`src/rtl/icache_mshr_sched.sv`:
```
// icache_mshr_sched: MSHR-side scheduler for the icache.
// Two independent round-robin channels (dataram reads, downstream linefill
// requests), each feeding a one-deep output register. The linefill channel
// is throttled by a credit counter. A combinational lowest-free allocator
// picks the entry for a new miss/hit.
//
// Handshake: a transfer happens in any cycle where *_vld && *_rdy. While
// *_vld && !*_rdy the output register holds vld/pld/id stable. A channel
// grants (v_*_rdy one-hot) only when its register is empty or draining this
// cycle, so a full-throughput stream moves one transfer per cycle.
module icache_mshr_sched #(
  parameter int ENTRY_NUM  = 8,
  parameter int RD_PLD_W   = 32,
  parameter int TX_PLD_W   = 96,
  parameter int CREDIT_NUM = 4,
  localparam int IDW = $clog2(ENTRY_NUM),
  localparam int CW  = $clog2(CREDIT_NUM) + 1
) (
  input  logic                          clk,
  input  logic                          rst_n,
  input  logic [ENTRY_NUM-1:0]          v_rd_vld,
  input  logic [ENTRY_NUM*RD_PLD_W-1:0] v_rd_pld,
  output logic [ENTRY_NUM-1:0]          v_rd_rdy,
  output logic                          dataram_rd_vld,
  input  logic                          dataram_rd_rdy,
  output logic [RD_PLD_W-1:0]           dataram_rd_pld,
  output logic [IDW-1:0]                dataram_rd_id,
  input  logic [ENTRY_NUM-1:0]          v_tx_vld,
  input  logic [ENTRY_NUM*TX_PLD_W-1:0] v_tx_pld,
  output logic [ENTRY_NUM-1:0]          v_tx_rdy,
  output logic                          downstream_txreq_vld,
  input  logic                          downstream_txreq_rdy,
  output logic [TX_PLD_W-1:0]           downstream_txreq_pld,
  output logic [IDW-1:0]                downstream_txreq_id,
  input  logic                          linefill_done,
  input  logic [ENTRY_NUM-1:0]          v_alloc_vld,
  input  logic                          alloc_req,
  output logic [ENTRY_NUM-1:0]          entry_en,
  output logic                          mshr_full,
  output logic [CW-1:0]                 credit_cnt
);

  // Returns {found, index}: first requester at or above ptr, wrapping.
  // The loop runs from the largest offset down so the smallest offset wins.
  function automatic logic [IDW:0] rr_pick(input logic [ENTRY_NUM-1:0] req,
                                           input logic [IDW-1:0]       ptr);
    logic [IDW:0]   res;
    logic [IDW-1:0] cand;
    res = '0;
    for (int i = ENTRY_NUM - 1; i >= 0; i--) begin
      cand = ptr + IDW'(i);
      if (req[cand]) res = {1'b1, cand};
    end
    return res;
  endfunction

  logic [IDW-1:0] rd_ptr;
  logic [IDW-1:0] tx_ptr;
  logic [IDW:0]   rd_pick;
  logic [IDW:0]   tx_pick;
  logic [IDW-1:0] rd_idx;
  logic [IDW-1:0] tx_idx;
  logic           rd_open;
  logic           tx_open;
  logic           rd_gnt;
  logic           tx_gnt;
  logic           credit_full;
  logic           done_eff;
  logic           alloc_found;

  assign rd_pick = rr_pick(v_rd_vld, rd_ptr);
  assign tx_pick = rr_pick(v_tx_vld, tx_ptr);
  assign rd_idx  = rd_pick[IDW-1:0];
  assign tx_idx  = tx_pick[IDW-1:0];

  // Register can take a new beat when empty or being drained this cycle.
  assign rd_open = !dataram_rd_vld || dataram_rd_rdy;
  assign tx_open = !downstream_txreq_vld || downstream_txreq_rdy;

  // Credit check uses the registered count, so a done arriving at full
  // credit frees a slot for the following cycle, not the current one.
  assign credit_full = (credit_cnt == CW'(CREDIT_NUM));
  assign done_eff    = linefill_done && (credit_cnt != '0);

  assign rd_gnt = rd_open && rd_pick[IDW];
  assign tx_gnt = tx_open && tx_pick[IDW] && !credit_full;

  assign v_rd_rdy = rd_gnt ? (ENTRY_NUM'(1) << rd_idx) : '0;
  assign v_tx_rdy = tx_gnt ? (ENTRY_NUM'(1) << tx_idx) : '0;

  // Read channel: load the granted beat, clear valid once drained.
  always_ff @(posedge clk or negedge rst_n) begin
    if (!rst_n) begin
      dataram_rd_vld <= 1'b0;
      dataram_rd_pld <= '0;
      dataram_rd_id  <= '0;
      rd_ptr         <= '0;
    end else if (rd_gnt) begin
      dataram_rd_vld <= 1'b1;
      dataram_rd_pld <= v_rd_pld[rd_idx*RD_PLD_W +: RD_PLD_W];
      dataram_rd_id  <= rd_idx;
      rd_ptr         <= rd_idx + IDW'(1);
    end else if (dataram_rd_rdy) begin
      dataram_rd_vld <= 1'b0;
    end
  end

  // Linefill channel: same structure as the read channel.
  always_ff @(posedge clk or negedge rst_n) begin
    if (!rst_n) begin
      downstream_txreq_vld <= 1'b0;
      downstream_txreq_pld <= '0;
      downstream_txreq_id  <= '0;
      tx_ptr               <= '0;
    end else if (tx_gnt) begin
      downstream_txreq_vld <= 1'b1;
      downstream_txreq_pld <= v_tx_pld[tx_idx*TX_PLD_W +: TX_PLD_W];
      downstream_txreq_id  <= tx_idx;
      tx_ptr               <= tx_idx + IDW'(1);
    end else if (downstream_txreq_rdy) begin
      downstream_txreq_vld <= 1'b0;
    end
  end

  // Outstanding linefill count: +1 per grant, -1 per done, floor at zero.
  always_ff @(posedge clk or negedge rst_n) begin
    if (!rst_n) begin
      credit_cnt <= '0;
    end else begin
      case ({tx_gnt, done_eff})
        2'b10:   credit_cnt <= credit_cnt + CW'(1);
        2'b01:   credit_cnt <= credit_cnt - CW'(1);
        default: credit_cnt <= credit_cnt;
      endcase
    end
  end

  // Allocation: strobe the lowest free entry when one is requested.
  always_comb begin
    entry_en    = '0;
    alloc_found = 1'b0;
    for (int i = 0; i < ENTRY_NUM; i++) begin
      if (alloc_req && v_alloc_vld[i] && !alloc_found) begin
        entry_en[i] = 1'b1;
        alloc_found = 1'b1;
      end
    end
  end

  assign mshr_full = ~|v_alloc_vld;

endmodule
```
`config.mk`:
```
export PLATFORM = sky130hd
export DESIGN_NAME = icache_mshr_sched
export DESIGN_NICKNAME = d
export VERILOG_FILES = /design/src/rtl/icache_mshr_sched.sv
export SDC_FILE = /design/constraint.sdc
export NUM_CORES = 1
export LEC_CHECK = 0
export BUFFER_PORTS_ARGS = -buffer_cell sky130_fd_sc_hd__buf_2
export CELL_PAD_IN_SITES_DETAIL_PLACEMENT = 0
export CELL_PAD_IN_SITES_GLOBAL_PLACEMENT = 1
export CORE_AREA = 5 5 473 475
export CTS_CLUSTER_SIZE = 24
export DETAILED_ROUTE_END_ITERATION = 10
export DIE_AREA = 0 0 478 480
export GPL_TIMING_DRIVEN = 0
export PLACE_DENSITY_LB_ADDON = 0.1
export SETUP_SLACK_MARGIN = 0.5
export SYNTH_ARGS = -nofsm -noshare
export SYNTH_HDL_FRONTEND = slang
export SYNTH_SLANG_ARGS = --single-unit
```
`constraint.sdc`:
```
create_clock -name clk -period 7 [get_ports clk]
set_clock_uncertainty 0.15 [all_clocks]
set_input_delay 1.4 -clock clk [delete_from_list [all_inputs] [get_ports clk]]
set_output_delay 1.4 -clock clk [all_outputs]
set_load 0.005 [all_outputs]
```
==> results.md <==
- Nets: 4734
- Initial Util: 0.08603
- Root Buffer: clkbuf_16
- EDFF count, synth: 0
- Status: completed
- Fillers: 25.56k
- Non-filler instance count after layout: 6613
- Number of routed nets with antenna violations: 0
- Minimum clock period: 6.266 ns
- Detailed placement HPWL: 187.0 mm
- Io pins: 1218
- Area fraction of the dominant cell type after synthesis: 0.1927
- Fmax: 159.6 MHz
- TNS Setup: 0 ns
- Port Buffers: 1217
- Via count: 26.92k
- Hold Path Class: reg2reg
- CTS clk-pin slew, worst paths: 0.07 ns
- Synth top cells by count: 343 x nand2_1, 223 x nor2_1, 173 x clkbuf_1
- Layout cells sized above 1: 0.4386
- Worst R2R Setup Slack: 1.13 ns
- Slew margin rel.: 0.1194
- Startpoint Class: flop
- CTS Buf Count: 17
- Max VDD drop: 0.2593 mV
- Htree depth: 4
- Via density: 4.070
- Max Cap Viol: 0
- Average size of a mapped cell: 7.838 sq um
- Final hold violations: 0
- Syn Nets: 3474
- RSZ-0062 raised after global routing: false
- Routability cong.: 0.8425
- Pleak: 12.74 nW
- GRT Total Usage: 0.1833
- Clock Path Buffers: 2
- Clock latency at the later pin of the worst-skew pair: 0.54 ns
- #FFs+latches synth: 145
- CP max FO: 10
- Slew Viols, Final: 0
- Yosys cell types: 68
- Site Rows: 172
- Top-count cell post-synth: nand2_1
- Cell Area, Synth: 18830 sq um
- Post-synthesis sequential area ratio: 0.1927
- Async set-reset flop share out of synthesis: 1.000
- Routed WL: 220.0 mm
- DRT Pass-1 Iters: 5
- Clock sink total: 145
- Initial antenna violation count: 213
- Hold path endpoint: downstream_txreq_id[1]
- Hold Startpoint: downstream_txreq_id[1]
- Data required, critical path: 5.45 ns
- CP Data Arrival Time: 4.72 ns
- PwrDens: 782.5 nW/um^2
- CTS tree: done
- Slew @ Worst Pin: 1.316 ns
- DRC Markers: 0
- Synth top area cells: dfrtp_1 19%, mux2i_1 7.5%, nand2_1 6.8%
- P&R area growth vs syn: 58.61%
- R2R depth: 20
- Vias in the first global route: 28.22k
- Overflow after GRT: 0
- RR Endpoint: dataram_rd_pld[14]
- Pin count of the biggest net entering global routing: 73
- Syn Inst Count: 2402
- Core Region: 218900 sq um
- Chip width: 478 um
- Prevailing post-synth register cell: dfrtp_1
- Post-route clock period utilization: 0.8952
- First-pass GRT wire length: 283.3 mm
- Hold Path Depth: 2
- Die Area: 229400 sq um
- WL per Instance: 33.26 um
- Fin util: 0.1364
- # hold bufs at CTS: 0
- CP endpoint kind: primary output
- Min Hold Slack: 0.3489 ns
- Worst Setup SP: tx_ptr[1]
- Crit Path Category: reg2out
- Cells after DPL: 6496
- Final setup violation count: 0
- Syn. warnings: 0
- Post-synth top area cell: dfrtp_1
- Die height: 480 um
- Worst reg2reg startpoint: rd_ptr[0]
- Initial DRC Count: 1748
-- placed cells by master, fill, tap and decap left out, types with 34 or more instances in the layout --
cell type	count
o221ai_1	67
a211oi_1	103
a2111oi_0	56
clkbuf_1	160
buf_2	1260
diode_2	67
nand2_1	343
a221oi_1	78
a2111oi_2	40
o22ai_1	132
nand3_1	157
nor3_1	34
nor2_1	221
mux2i_1	142
and3_1	111
dfrtp_1	145
mux2_2	96
-- worst max-delay path: stages, from the launching register on --
cell	delay (ns)
dfrtp_1	0.36
buf_4	0.17
buf_8	0.16
clkinv_4	0.12
ha_1	0.29
buf_4	0.18
mux4_2	0.42
a221oi_1	0.33
o2bb2ai_1	0.11
a222oi_1	0.48
o221ai_4	0.26
nand2_8	0.19
inv_4	0.13
buf_12	0.20
buf_6	0.17
ha_1	0.18
and3_1	0.21
buf_2	0.16
-- flip-flops by register name, summed over array words and instances (netlist names) --
signal,count
credit_cnt,3
dataram_rd_id,3
dataram_rd_pld,32
dataram_rd_vld,1
downstream_txreq_id,3
downstream_txreq_pld,96
downstream_txreq_vld,1
rd_ptr,3
tx_ptr,3
-- power breakdown --
part / internal (W) / leakage (nW) / total (W) / switching (W)
sequential: 0.00135 / 1.60 / 0.00166 / 0.000306
clock: 0.000563 / 0.299 / 0.00116 / 0.000597
combinational: 0.00670 / 10.8 / 0.0205 / 0.0138
total: 0.00862 / 12.7 / 0.0234 / 0.0147
-- worst max-delay path by stage --
stage                             end  cells past startpoint
after floorplan           v_rd_rdy[7]                     18
after global placement    v_tx_rdy[3]                     15
after detailed placement  v_rd_rdy[7]                     19
after CTS                 v_rd_rdy[7]                     19
after global routing      v_tx_rdy[5]                     18
final                     v_tx_rdy[3]                     17
-- repair_timing --
item	4_1_cts	5_1_grt
pin swaps	6	7
buffers inserted	15	3
endpoints found under the setup margin	152	16
gates resized for setup	91	14
cloned	0	0
-- kinds of logic after synthesis --
family | share of synthesized area
adders and majority gates | 0.01236
AOI/OAI and AO/OA | 0.3173
DFF | 0.1927
xor gates and xnor gates | 0.004186
muxes | 0.1746
and+or+nand+nor | 0.2327
buffers and inverters | 0.06619
-- per-layer routing --
layer,routed length [um],track usage,vias up
met2,115500,0.3456,1211
met1,84320,0.2040,13270
met3,15010,0.05341,300
met5,697,0,-
met4,4472,0.03484,108
li1,-,-,12030
-- per-stage QoR --
step           total power [W]  setup WS (ns)  cell area [sq um]
3_3_place_gp           0.02233         -2.257              28510
5_1_grt                0.02520         0.5107              29750
3_5_place_dp           0.02226         -2.156              28620
2_1_floorplan          0.01285          1.012              18830
4_1_cts                0.02415         0.5072              29640
6_report               0.02337         0.7339              29860
-- layout make-up --
cell class,count,area [sq um],share of cell area
Antenna cell,67,167.7,0.005614
Buffer,264,1334,0.04466
Clock buffer,20,466.7,0.01563
Clock inverter,12,146.4,0.004902
Inverter,31,136.4,0.004567
Multi-Input combinational cell,1962,14070,0.4710
Sequential cell,145,3628,0.1215
Tap cell,2871,3592,0.1203
Timing Repair Buffer,1241,6325,0.2118
(Power assumes the default switching activity.)
